`config.mk`:
```
export PLATFORM = sky130hd
export DESIGN_NAME = mux_rr_arbiter
export DESIGN_NICKNAME = d
export VERILOG_FILES = /design/src/rtl/mux_arb_pkg.sv /design/src/rtl/mux_rr_arbiter_mux.sv /design/src/rtl/mux_rr_arbiter.sv
export SDC_FILE = /design/constraint.sdc
export NUM_CORES = 1
export LEC_CHECK = 0
export ABC_AREA = 1
export BUFFER_PORTS_ARGS = -buffer_cell sky130_fd_sc_hd__clkbuf_2
export CORE_ASPECT_RATIO = 2
export CORE_MARGIN = 8
export CORE_UTILIZATION = 45
export DETAILED_ROUTE_END_ITERATION = 10
export PLACE_DENSITY = 0.7
export SETUP_SLACK_MARGIN = 0.2
export SKIP_CTS_REPAIR_TIMING = 1
export SYNTH_ARGS = -nofsm -noshare
export SYNTH_HDL_FRONTEND = slang
export SYNTH_SLANG_ARGS = --single-unit
```
`constraint.sdc`:
```
create_clock -name clk -period 2.8 [get_ports clk]
set_input_delay 0.84 -clock clk [delete_from_list [all_inputs] [get_ports clk]]
set_output_delay 0.84 -clock clk [all_outputs]
set_load 0.01 [all_outputs]
```
`src/rtl/mux_arb_pkg.sv`:
```
// Shared types and helpers for the round-robin nibble-mux arbiter.
//   arb_state_t : arbiter FSM states
//   N_REQ       : number of requesters sharing the mux
//   rr_pick     : round-robin winner search starting after last_ptr
package mux_arb_pkg;

  localparam int N_REQ = 4;

  typedef enum logic {IDLE, GRANT} arb_state_t;

  typedef struct packed {
    logic       found;
    logic [1:0] idx;
  } rr_pick_t;

  // Candidates are checked in the order last_ptr+1, +2, +3, +4 (mod 4).
  // The loop runs from the farthest candidate to the nearest so that the
  // nearest asserted request overwrites the result last and wins.
  function automatic rr_pick_t rr_pick(input logic [N_REQ-1:0] req,
                                       input logic [1:0]       last_ptr);
    rr_pick_t   pick;
    logic [1:0] idx;
    pick = '0;
    for (int k = N_REQ; k >= 1; k--) begin
      idx = last_ptr + 2'(k);
      if (req[idx]) begin
        pick.found = 1'b1;
        pick.idx   = idx;
      end
    end
    return pick;
  endfunction

endpackage

```
`src/rtl/mux_rr_arbiter_mux.sv`:
```
// Plain 4:1 word mux used as the shared datapath of the arbiter.
//   in0..in3 : candidate words
//   sel      : index of the word to pass through
//   raw      : selected word (purely combinational)
module mux_rr_arbiter_mux #(
  parameter int WIDTH = 4
) (
  input  logic [WIDTH-1:0] in0,
  input  logic [WIDTH-1:0] in1,
  input  logic [WIDTH-1:0] in2,
  input  logic [WIDTH-1:0] in3,
  input  logic [1:0]       sel,
  output logic [WIDTH-1:0] raw
);

  always_comb begin
    raw = in0;
    case (sel)
      2'd0:    raw = in0;
      2'd1:    raw = in1;
      2'd2:    raw = in2;
      default: raw = in3;
    endcase
  end

endmodule

```
`src/rtl/mux_rr_arbiter.sv`:
```
// Round-robin arbiter sharing one 4:1 nibble mux between four requesters.
//   clk      : clock, all state changes on the rising edge
//   reset    : synchronous active-high reset
//   req      : request lines, req[i] owns in<i>
//   in0..in3 : requester words
//   gnt      : registered one-hot grant, zero when idle
//   select   : registered mux select (current or last grant index)
//   valid    : registered, high exactly when gnt is non-zero
//   out      : granted word, zero while valid is low
// A requester may keep the grant indefinitely when nobody else asks; under
// contention it is released after MAX_HOLD consecutive cycles.
module mux_rr_arbiter
  import mux_arb_pkg::*;
#(
  parameter int WIDTH    = 4,
  parameter int MAX_HOLD = 4
) (
  input  logic             clk,
  input  logic             reset,
  input  logic [3:0]       req,
  input  logic [WIDTH-1:0] in0,
  input  logic [WIDTH-1:0] in1,
  input  logic [WIDTH-1:0] in2,
  input  logic [WIDTH-1:0] in3,
  output logic [3:0]       gnt,
  output logic [1:0]       select,
  output logic             valid,
  output logic [WIDTH-1:0] out
);

  localparam int HOLD_W = $clog2(MAX_HOLD) + 1;
  localparam logic [HOLD_W-1:0] HOLD_LAST = HOLD_W'(MAX_HOLD - 1);

  arb_state_t       state_q;
  logic [3:0]       gnt_q;
  logic [1:0]       select_q;
  logic             valid_q;
  logic [HOLD_W-1:0] hold_cnt_q;
  logic [1:0]       last_ptr_q;

  logic [3:0]       other_req_d;
  rr_pick_t         pick_all_d;
  rr_pick_t         pick_other_d;
  logic [WIDTH-1:0] raw_d;

  // In GRANT, gnt_q is the one-hot of the current owner, so masking with it
  // leaves only the competing requests.
  always_comb begin
    other_req_d  = req & ~gnt_q;
    pick_all_d   = rr_pick(req, last_ptr_q);
    pick_other_d = rr_pick(other_req_d, last_ptr_q);
  end

  always_ff @(posedge clk) begin
    if (reset) begin
      state_q    <= IDLE;
      gnt_q      <= '0;
      select_q   <= '0;
      valid_q    <= 1'b0;
      hold_cnt_q <= '0;
      last_ptr_q <= 2'd3;
    end else begin
      case (state_q)
        IDLE: begin
          if (pick_all_d.found) begin
            state_q    <= GRANT;
            gnt_q      <= 4'(1) << pick_all_d.idx;
            select_q   <= pick_all_d.idx;
            valid_q    <= 1'b1;
            last_ptr_q <= pick_all_d.idx;
            hold_cnt_q <= '0;
          end
        end
        GRANT: begin
          if (req[select_q]) begin
            if (other_req_d == '0) begin
              // Uncontended: keep the grant, counter parks at its top value.
              if (hold_cnt_q != HOLD_LAST) hold_cnt_q <= hold_cnt_q + 1'b1;
            end else if (hold_cnt_q != HOLD_LAST) begin
              hold_cnt_q <= hold_cnt_q + 1'b1;
            end else begin
              // Hold budget spent: hand over straight to the next contender.
              gnt_q      <= 4'(1) << pick_other_d.idx;
              select_q   <= pick_other_d.idx;
              last_ptr_q <= pick_other_d.idx;
              hold_cnt_q <= '0;
            end
          end else if (pick_all_d.found) begin
            // Owner released while others wait: no idle bubble.
            gnt_q      <= 4'(1) << pick_all_d.idx;
            select_q   <= pick_all_d.idx;
            last_ptr_q <= pick_all_d.idx;
            hold_cnt_q <= '0;
          end else begin
            // Nobody asking: drop the grant but remember select/last_ptr.
            state_q    <= IDLE;
            gnt_q      <= '0;
            valid_q    <= 1'b0;
            hold_cnt_q <= '0;
          end
        end
        default: begin
          state_q <= IDLE;
          gnt_q   <= '0;
          valid_q <= 1'b0;
        end
      endcase
    end
  end

  mux_rr_arbiter_mux #(.WIDTH(WIDTH)) u_mux (
    .in0 (in0),
    .in1 (in1),
    .in2 (in2),
    .in3 (in3),
    .sel (select_q),
    .raw (raw_d)
  );

  assign gnt    = gnt_q;
  assign select = select_q;
  assign valid  = valid_q;
  assign out    = valid_q ? raw_d : '0;

endmodule

```
# Word-level counts from Yosys, hierarchy flattened
# Cells that the tools add are included.
dict set report totals {
  regBits 13
  inputBits 22
  out_inout_bits 11
  elab_cells 90
}
dict set report classes {
  addsub 4
  magnitude_cmp 5
  eq_ne 9
  n_shift 2
  muxes 55
  bitwise 3
  reduce_logical 6
}
# op count
set ops {}
lappend ops {{2-to-1 mux 3 bit} 9}
lappend ops {{2-to-1 mux 4 bit} 6}
lappend ops {{2-to-1 mux 2 bit} 10}
lappend ops {{binary-select mux 1 bit (select 2 bit)} 9}
lappend ops {{less-than comparator 2 x 3 -> 1 bit (second input constant)} 5}
lappend ops {{2-to-1 mux 1 bit} 14}
lappend ops {{one-hot mux 4 bit (3 select lines)} 1}
lappend ops {{one-hot mux 2 bit (2 select lines)} 2}
lappend ops {{one-hot mux 4 bit (2 select lines)} 1}
lappend ops {{<< shifter 1 x 2 -> 4 bit (first input constant)} 2}
lappend ops {{inequality test 2 bit (second input constant)} 3}
lappend ops {{inequality test 3 bit (second input constant)} 2}
lappend ops {{one-hot mux 3 bit (2 select lines)} 1}
lappend ops {{AND reduction 3 bit} 2}
lappend ops {{adder 2 bit (second input constant)} 2}
lappend ops {{bitwise AND 4 bit} 1}
lappend ops {{logical NOT 4 bit} 1}
lappend ops {{inequality test 4 x 3 -> 1 bit (second input constant)} 1}
lappend ops {{NOT 4 bit} 1}
lappend ops {{one-hot mux 1 bit (2 select lines)} 2}
lappend ops {{AND reduction 2 bit} 2}
lappend ops {{adder 3 x 1 -> 3 bit (second input constant)} 1}
lappend ops {{inequality test 3 x 2 -> 1 bit (second input constant)} 1}
lappend ops {{adder 2 x 1 -> 2 bit (second input constant)} 1}
lappend ops {{other kinds (4)} 4}

# Depth between registers and ports, before layout
# Gate-level depths: netlist of the first run.
dict set report logic_depth {
  ltp_word 13
  depth_mapped 16
}

# By module
# From an unflattened synthesis of the first run, not the netlist that was laid out.
dict set report hier_totals {
  cells_unflattened 227
  hier_area_um2 1298.7
}
# mod instances cells_each area_per_inst_um2 seq_area_each_um2
set by_module_without_submodules {}
lappend by_module_without_submodules {mux_rr_arbiter 1 202 1157.4 260.2}
lappend by_module_without_submodules {mux_rr_arbiter_mux 1 25 141.4 0.0}

# Worst setup path before layout of the first run
# No wires, ideal clock.
dict set report synth_timing {
  path_type {in2out}
  start {input in2[0]}
  end {output out[0]}
  arrival_time_ps 1401
  setup_slack_ps 559
  cell_stages 4
  path_buffers 0
  path_cell_list {a22o_1 > a221o_1 > nand2_1 > inv_1}
}
dict set report synth_via {
  elab_chain_len 2
}
# item line
set synth_rtl {}
lappend synth_rtl {{start: declaration} mux_rr_arbiter.sv:23} ;# input logic [WIDTH-1:0] in2,
lappend synth_rtl {{one-hot mux 4 bit (3 select lines)} mux_rr_arbiter_mux.sv:18} ;# case (sel)
lappend synth_rtl {{2-to-1 mux 4 bit} mux_rr_arbiter.sv:123} ;# assign out = valid_q ? raw_d : '0;
lappend synth_rtl {{end: declaration} mux_rr_arbiter.sv:28} ;# output logic [WIDTH-1:0] out
# No other way between the ends.

# Final worst setup path of the first run
dict set report layout_timing {
  start {input in2[2]}
  end {output out[2]}
}
# The elaborated chain is that of the path after synthesis.

==> out/results.txt, run 1 <==
Sum Neg Setup Slack = 0 ns
syn nets = 250
CP Class = in2out
Setup-failing EPs final = 0
HP Class = reg2reg
Skew-Pair Late Insertion Delay = 0.24 ns
post-route cell area = 1510 µm²
library cells used by synthesis = 26
Global Route Usage Sum = 15.1%
WP data required = 1.96 ns
largest net degree at the start of global routing = 14
slew margin rel. = 74.9%
Critical Path AT = 1.59 ns
TritonRoute pass-1 iters = 4
CTS clock-pin slew for the worst setup and hold paths = 0.05 ns
RR Startpoint = last_ptr_q[0]
die width = 53.7 µm
Hold Crit Start = hold_cnt_q[2]
Lkg Pwr = 0.918 nW
CP Max Fanout = 1
initial drt markers = 45
post-synthesis mux area share = 0%
Pint = 0.738 mW
synthesis-stage register bit count = 13
clock share of power = 10.4%
gr ovfl total = 0
pre-CTS setup slack = 0.361 ns
area delta synth->final = 17.7%
final WL = 3680 µm
hold depth = 2
Synth Area in Compound Gates = 12.4%
worst r2r path cells = 14
sequential share of the synthesized area = 20.4%
area of the multi-input gates = 845 µm²
worst slew pin tran = 0.375 ns
Post-synth EDFFs = 0
Routed Antenna Nets = 0
CTS buffer count = 3
Synth area leader = nand2_1
Peak VDD IR = 0.000555 V
Seq pwr share = 19.4%
Die H = 91.4 µm
CTS tree = built
XOR/XNOR Fraction of Synth Area = 0%
Rows = 27
Initial Util = 46.7%
synth cell count leaders = nand2_1, inv_1, nand3_1, dfxtp_1, nor2_1
Fin Hold WS = 0.463 ns
Fillers = 303
Tmin final = 2.43 ns
max_cap viols = 0
Register Area = 260 µm²
critical path capture point type = output port
H-tree depth = 1
RD Place Congestion = 0.846
Slew Viols, Final = 0
Critical Path Source Type = primary input
Synth Area in Simple Gates = 52.6%
Synth warnings = 0
Avg WL per Cell = 12.7 µm
full die area = 4910 µm²
switch share = 54.4%
core area = 2740 µm²
Clock Sinks = 13
largest family of logic cells by synthesized area = simple AND/OR/NAND/NOR gates
proportion of layout cells with a drive suffix above 1 = 24.9%
RSZ-0062 raised after global routing = false
FF-to-FF End = gnt[2]
Final Net Count = 285
Avg Cell Area, Syn = 5.63 µm²
DRC = 0
DP Area = 1460 µm²
pwr dens = 1070 nW/µm²
Post-Syn Area = 1280 µm²
Top FF cell, synth = dfxtp_1
Non-Filler Instances = 290
via count = 1526
I/O Pins = 33
highest clock rate = 411 MHz
proportion of netlist area held by the largest area contributor = 24.4%
top area cells in the synthesized netlist = nand2_1, dfxtp_1, nand3_1, inv_1, nand2_2
Post-Syn Instances = 227
area share of fa/ha/maj cells after synthesis = 0.978%
dpl hpwl = 3050 µm
fin crit share = 86.9%
DR vias/cell = 5.26
Fin. Hold Viols = 0
Comb pwr share = 70.2%
PnR Total Power = 1.62 mW
ANT cells = 0
clock skew = 0.00181 ns
first-pass GRT wire length = 5930 µm
R2R Setup Slk = 0.94 ns
ys async rst share = 0%
Setup crit start = in2[2]
smallest setup slack after layout = 0.366 ns
initial antenna violation count = 0
P_sw = 0.879 mW
Layout Utilization = 55.0%
Root Driver = clkbuf_8
# port buffers = 32
placed cells = 286
hold worst-path end = hold_cnt_q[2]
vias in the first global route = 1429
most frequent cell after synthesis = nand2_1
worst-case clock buffer depth = 2
outcome = completed
==> critical path: stages <==
cell      delay [ns]
clkbuf_2        0.08
a22o_1          0.21
a221o_1         0.25
nand2_1         0.06
inv_1           0.04
clkbuf_2        0.11
==> layout by cell type, fill, tap and decap left out <==
cell type / n
ha_1: 1
buf_4: 1
nor2_1: 13
nand2_2: 9
a221o_1: 2
clkbuf_8: 3
inv_2: 8
o21ai_0: 3
o21ai_2: 2
clkbuf_2: 32
dfxtp_1: 13
nand4_1: 3
a21oi_2: 1
o211ai_1: 1
nor2_2: 2
o21ai_1: 1
nand2_1: 83
clkinv_4: 1
nand3_1: 30
clkbuf_1: 1
nand3b_1: 1
inv_1: 30
nand2_4: 5
nor2_4: 1
a21oi_1: 10
a22o_1: 2
o2111ai_1: 2
==> power by group through the flow <==
stage                     Clock [mW]  Sequential [mW]  Combinational, mW
after floorplan                    0            0.316              0.879
after global placement             0            0.315               1.13
after detailed placement           0            0.316               1.13
after CTS                      0.175            0.312               1.14
after global routing           0.179            0.321               1.27
final                          0.169            0.313               1.14
==> cells by family after synthesis <==
| group | Yosys count |
|---|---|
| AOI/OAI and AO/OA | 24 |
| adders and majority gates | 1 |
| buffers and inverters | 42 |
| DFF | 13 |
| and+or+nand+nor | 147 |
==> how the worst max path moves through the flow <==
stage / endpoint
finish: out[2]
global route: out[2]
CTS: out[2]
detailed placement: out[2]
global placement: out[0]
floorplan: out[0]
==> state kept, by name, summed over array words and instances, names as in the netlist <==
register / flops
gnt: 4
hold_cnt_q: 3
last_ptr_q: 2
select: 2
state_q: 1
valid: 1
==> per-layer routing <==
metal / vias to the layer above / wire length, µm / global-route usage, %
li1: 786 / - / -
met1: 689 / 1340 / 13.6
met2: 40 / 2060 / 28.9
met3: 11 / 168 / 1.63
met4: 0 / 109 / 8.47
met5: - / 0 / 0
==> final cells by class <==
type                    instances  share of cell area (%)
well taps                      29                    2.41
inverters                      39                    10.1
flip-flops and latches         13                    17.3
multi-input cells             172                    56.1
clock buffers                   4                    2.99
repair buffers                 33                    11.1
No activity file was read; power rests on OpenSTA's default activity.
==> run 2, diff against run 1 <==
Settings changed: ABC_AREA 1 to default, CORE_ASPECT_RATIO 2 to default, HOLD_SLACK_MARGIN from default to 0.15, PLACE_DENSITY 0.7 to 0.72.
==> run 2 against run 1 <==
  * Clock-buffer cell count stayed put
  * Combinational power down 72%
  * Non-clock buffer count is 1 lower
  * Maximum frequency shrank 2.2%
  * Synthesized cell count fell by 51%
  * Die area decreased by 16%
  * Core utilization grew 0.85 points
  * Synthesized area decreased by 19%
  * Critical path type unchanged
  * Critical endpoint is now out[1]
  * Largest cell class unchanged
  * Highest routed layer unchanged
==> out/results.txt, run 2 <==
outcome = completed
area of the multi-input gates = 741 µm² (-12%)
Top FF cell, synth = dfxtp_1
Post-Syn Instances = 112 (-51%)
Worst path slowest cell = mux4_2
slew margin rel. = 69.6% (-5.2 points)
clock share of power = 15.9% (+5.5 points)
most common cell after layout, fill and taps aside = clkbuf_2
CTS tree = built
top area cells in the synthesized netlist = dfxtp_1, mux4_2, mux2i_1, nand2b_1, nor2_1
Synth area leader = dfxtp_1
ANT cells = 0 (unchanged)
worst r2r path cells = 5 (-9)
vias in the first global route = 937 (-34%)
WP buf/inv = 2 (-1)
HP Class = reg2reg
# port buffers = 32 (unchanged)
Slew Viols, Final = 0 (unchanged)
DR vias/cell = 5.94 (+13%)
CP Class = in2out
proportion of layout cells with a drive suffix above 1 = 38.5% (+14 points)
Fillers = 217 (-28%)
Register Area = 262 µm² (+0.48%)
Skew-Pair Late Insertion Delay = 0.27 ns (+0.03 ns)
proportion of netlist area held by the largest area contributor = 25.0% (+0.67 points)
Peak VDD IR = 0.000400 V (-28%)
Top delay family on crit path = multiplexers
H-tree depth = 1 (unchanged)
Tmin final = 2.49 ns (+0.0555 ns)
TritonRoute pass-1 iters = 5 (+1)
initial antenna violation count = 0 (unchanged)
Final Net Count = 167 (-41%)
Levels on crit path = 4 (-2)
Global Route Usage Sum = 12.7% (-2.4 points)
fin crit share = 88.9% (+2.0 points)
max_cap viols = 0 (unchanged)
via count = 1016 (-33%)
core area = 2190 µm² (-20%)
area delta synth->final = 17.7% (about the same)
clock skew = 0.00251 ns (+0.000694 ns)
worst slew pin tran = 0.455 ns (+0.0794 ns)
worst-case clock buffer depth = 2 (unchanged)
Critical Path Source Type = primary input
hold depth = 1 (-1)
Fin. Hold Viols = 0 (unchanged)
WP data required = 1.96 ns (about the same)
synthesis-stage register bit count = 13 (unchanged)
synth cell count leaders = dfxtp_1, nor2_1, nand2_1, nand2b_1, a21oi_1
Clock Sinks = 13 (unchanged)
critical path capture point type = output port
final WL = 2640 µm (-28%)
Routed Antenna Nets = 0 (unchanged)
RSZ-0062 raised after global routing = false
syn nets = 135 (-46%)
most frequent cells in the layout = clkbuf_2, nor2_1, dfxtp_1
highest clock rate = 402 MHz (-2.2%)
DP Area = 1200 µm² (-18%)
CP Max Fanout = 1 (unchanged)
Die H = 64.1 µm (-30%)
full die area = 4100 µm² (-16%)
RD Place Congestion = 0.890 (+5.2%)
Post-Syn Area = 1040 µm² (-19%)
most numerous cell on the critical path = clkbuf_2
Critical Path AT = 1.65 ns (+0.06 ns)
pwr dens = 578 nW/µm² (-46%)
die width = 64.1 µm (+19%)
Root Driver = clkbuf_4
sequential share of the synthesized area = 25.0% (+4.7 points)
Rows = 17 (-37%)
Synth warnings = 0 (unchanged)
post-route cell area = 1220 µm² (-19%)
Initial Util = 47.5% (+0.73 points)
ys async rst share = 0% (unchanged)
gr ovfl total = 0 (unchanged)
CTS clock-pin slew for the worst setup and hold paths = 0.07 ns (+0.02 ns)
critical-path cell list = clkbuf_2 -> mux4_2 -> and2_1 -> clkbuf_2
Sum Neg Setup Slack = 0 ns (unchanged)
Post-synth EDFFs = 0 (unchanged)
crit-path max cell delay = 0.45 ns (+0.20 ns)
Avg WL per Cell = 15.5 µm (+22%)
Seq pwr share = 38.3% (+19 points)
Comb pwr share = 45.7% (-25 points)
largest net degree at the start of global routing = 14 (unchanged)
CTS buffer count = 3 (unchanged)
Setup-failing EPs final = 0 (unchanged)
dpl hpwl = 2100 µm (-31%)
P_sw = 0.272 mW (-69%)
Pint = 0.436 mW (-41%)
I/O Pins = 33 (unchanged)
Avg Cell Area, Syn = 9.28 µm² (+65%)
library cells used by synthesis = 48 (+85%)
initial drt markers = 43 (-4.4%)
switch share = 38.4% (-16 points)
Lkg Pwr = 0.514 nW (-44%)
first-pass GRT wire length = 4440 µm (-25%)
Largest register FFs = 4 (unchanged)
DRC = 0 (unchanged)
## run 2: path summary, 6_finish.rpt
kind	from	to	slack (ns)
min	hold_cnt_q[2]	hold_cnt_q[2]	0.51
min reg2reg	hold_cnt_q[2]	hold_cnt_q[2]	0.51
max	in3[1]	out[1]	0.31
max reg2reg	last_ptr_q[1]	gnt[2]	1.06
## run 2: logic make-up (layout without fill, tap and decap cells)
family	count (synthesis)	in the layout	share of synthesized area (%)
mux	9	9	13.5
fa+ha+maj	1	1	1.20
compound gates	31	31	25.8
buf+inv	5	36	3.73
simple gates	53	53	30.8
flops	13	13	25.0
## run 2: worst reg2reg max path, cell delays in order (launching register included)
cell and delay (ns):
dfxtp_1 0.60, mux2i_1 0.24, nor2_1 0.08, nor3b_1 0.34
a22oi_1 0.16, a211oi_1 0.24
## run 2: cell type report
type,count,share of cell area (%)
multi-input cells,94,60.5
well taps,28,2.86
repair buffers,32,13.1
flip-flops and latches,13,21.4
clock buffers,4,2.15
## run 2: stage by stage
step | utilization (%) | hold WS, ns | power (mW) | setup slack (ns) | std cells
floorplan | - | 0.471 | 0.515 | 0.497 | 112
global placement | 54.6 | 0.485 | 0.589 | 0.317 | 167
finish | 55.9 | 0.508 | 0.707 | 0.310 | 171
detailed placement | 54.6 | 0.488 | 0.596 | 0.309 | 167
CTS | 55.8 | 0.510 | 0.712 | 0.264 | 171
global route | 55.9 | 0.527 | 0.755 | 0.287 | 171
## run 2: power by group through the flow
stage,Clock (mW),Sequential (mW),Combinational [mW]
global placement,0,0.273,0.315
floorplan,0,0.256,0.259
global route,0.123,0.278,0.353
finish,0.113,0.271,0.324
CTS,0.118,0.270,0.323
detailed placement,0,0.274,0.321
## run 2: routing by layer
metal / global-route usage, % / routed length (µm)
met1: 15.0 / 1110
met2: 21.8 / 1290
met3: 3.31 / 217
met4: 4.18 / 28
met5: 0 / 0
==> run 3, diff against run 2 <==
--- a/config.mk
+++ b/config.mk
@@ -8,2 +8,3 @@
 export BUFFER_PORTS_ARGS = -buffer_cell sky130_fd_sc_hd__clkbuf_2
+export CAP_MARGIN = 40
 export CORE_MARGIN = 8
==> constraint.sdc (replaced) <==
create_clock -name clk -period 2.8 [get_ports clk]
set_input_delay 0.14 -clock clk [delete_from_list [all_inputs] [get_ports clk]]
set_output_delay 0.14 -clock clk [all_outputs]
set_load 0.01 [all_outputs]
==> run 3 against run 2 <==
  * Via count decreased by 3.1%
  * First-iteration DRC count is 23% lower
  * Maximum frequency grew 35%
  * Register-to-register slack worse by 0.10 ns
  * Critical path type is now reg2reg
  * Largest power group unchanged
==> out/results.txt, run 3 (synthesis results as in run 2) <==
outcome = completed
Fin Hold WS = 0.219 ns (-0.289 ns)
CTS buffer count = 3 (unchanged)
pre-CTS setup slack = 0.979 ns (+0.670 ns)
# port buffers = 32 (unchanged)
Clock Sinks = 13 (unchanged)
RSZ-0062 raised after global routing = false
Global Route Usage Sum = 12.9% (+0.18 points)
dpl hpwl = 2120 µm (+0.63%)
DRC = 0 (unchanged)
initial drt markers = 33 (-23%)
CTS tree = built
Largest register FFs = 4 (unchanged)
Critical Path Source Type = flip-flop
Initial Util = 47.5% (unchanged)
Fin. Hold Viols = 0 (unchanged)
worst-case clock buffer depth = 2 (unchanged)
Sum Neg Setup Slack = 0 ns (unchanged)
clock skew = 0.00108 ns (-0.00142 ns)
Fillers = 185 (-15%)
Final Net Count = 167 (unchanged)
HP Class = in2reg
R2R Setup Slk = 0.96 ns (-0.10 ns)
via count = 985 (-3.1%)
largest net degree at the start of global routing = 14 (unchanged)
proportion of layout cells with a drive suffix above 1 = 37.8% (-0.70 points)
first-pass GRT wire length = 4510 µm (+1.4%)
TritonRoute pass-1 iters = 4 (-1)
max_cap viols = 0 (unchanged)
Rows = 17 (unchanged)
critical path capture point type = flip-flop
Peak VDD IR = 0.000311 V (-22%)
WP data required = 2.99 ns (+1.03 ns)
initial antenna violation count = 0 (unchanged)
Lkg Pwr = 0.513 nW (about the same)
most common cell after layout, fill and taps aside = clkbuf_2
fin crit share = 65.8% (-23 points)
Die H = 64.1 µm (unchanged)
PnR Total Power = 0.705 mW (-0.32%)
slew margin rel. = 69.5% (-0.16 points)
die width = 64.1 µm (unchanged)
area of the multi-input gates = 741 µm² (unchanged)
core area = 2190 µm² (unchanged)
Critical Path AT = 2.03 ns (+0.38 ns)
Skew-Pair Late Insertion Delay = 0.27 ns (about the same)
worst slew pin tran = 0.457 ns (+0.00242 ns)
CP Max Fanout = 8 (+7)
I/O Pins = 33 (unchanged)
pwr dens = 577 nW/µm² (-0.21%)
Setup-failing EPs final = 0 (unchanged)
RD Place Congestion = 0.931 (+4.7%)
area delta synth->final = 17.6%
H-tree depth = 1 (unchanged)
ANT cells = 0 (unchanged)
smallest setup slack after layout = 0.958 ns (+0.647 ns)
Slew Viols, Final = 0 (unchanged)
full die area = 4100 µm² (unchanged)
highest clock rate = 543 MHz (+35%)
Tmin final = 1.84 ns (-0.647 ns)
DR vias/cell = 5.76 (-3.1%)
gr ovfl total = 0 (unchanged)
vias in the first global route = 981 (+4.7%)
Root Driver = clkbuf_4
CTS clock-pin slew for the worst setup and hold paths = 0.08 ns (about the same)
Routed Antenna Nets = 0 (unchanged)
most frequent cells in the layout = clkbuf_2, nor2_1, dfxtp_1
final WL = 2580 µm (-2.5%)
Avg WL per Cell = 15.1 µm (-2.5%)
Register Area = 260 µm² (-0.48%)
CP Class = reg2reg
[run 3: cell counts in the layout (fill, tap and decap cells not counted)]
No cell type changed its count.
[run 3: worst paths after layout]
kind	cells after the start	from	end
max	5	select[0]	gnt[3]
max reg2reg	5	select[0]	gnt[3]
min	2	reset	select[0]
min reg2reg	1	hold_cnt_q[2]	hold_cnt_q[2]
[run 3: area by class of cell]
cell class | instances | share of cell area, %
Tap cell | 28 | 2.87
Sequential cell | 13 | 21.3
Clock buffer | 4 | 2.15
Timing Repair Buffer | 32 | 13.1
Multi-Input combinational cell | 94 | 60.6
[run 3: metal layers]
layer / GRT usage, % / vias up / part of all wire (%)
li1: - / 493 / -
met3: 3.14 / 2 / 6.0
met1: 15.0 / 462 / 43
met5: 0 / - / 0
met2: 22.6 / 28 / 51
met4: 4.18 / 0 / 0.66
[run 3: worst max-delay path, cell delays in order, from the launching register on]
cell and delay [ns]:
dfxtp_1 0.57, mux2i_1 0.33, o22ai_2 0.17, nor4_4 0.32, nand2_1 0.11, a311oi_2 0.26
[run 3: through the flow]
stage	util, %	cell area, µm²	instances
after floorplan	-	1040	112
after global placement	54.6	1200	167
after detailed placement	54.6	1200	167
after CTS	55.8	1220	171
after global routing	55.8	1220	171
final	55.8	1220	171
[run 3: report_power, final]
group | internal (mW) | switching [mW] | total (mW) | leakage (nW)
logic | 0.164 | 0.158 | 0.323 | 0.391
clock network | 0.0551 | 0.0575 | 0.113 | 0.0150
registers | 0.215 | 0.0548 | 0.270 | 0.107
total | 0.435 | 0.271 | 0.705 | 0.513
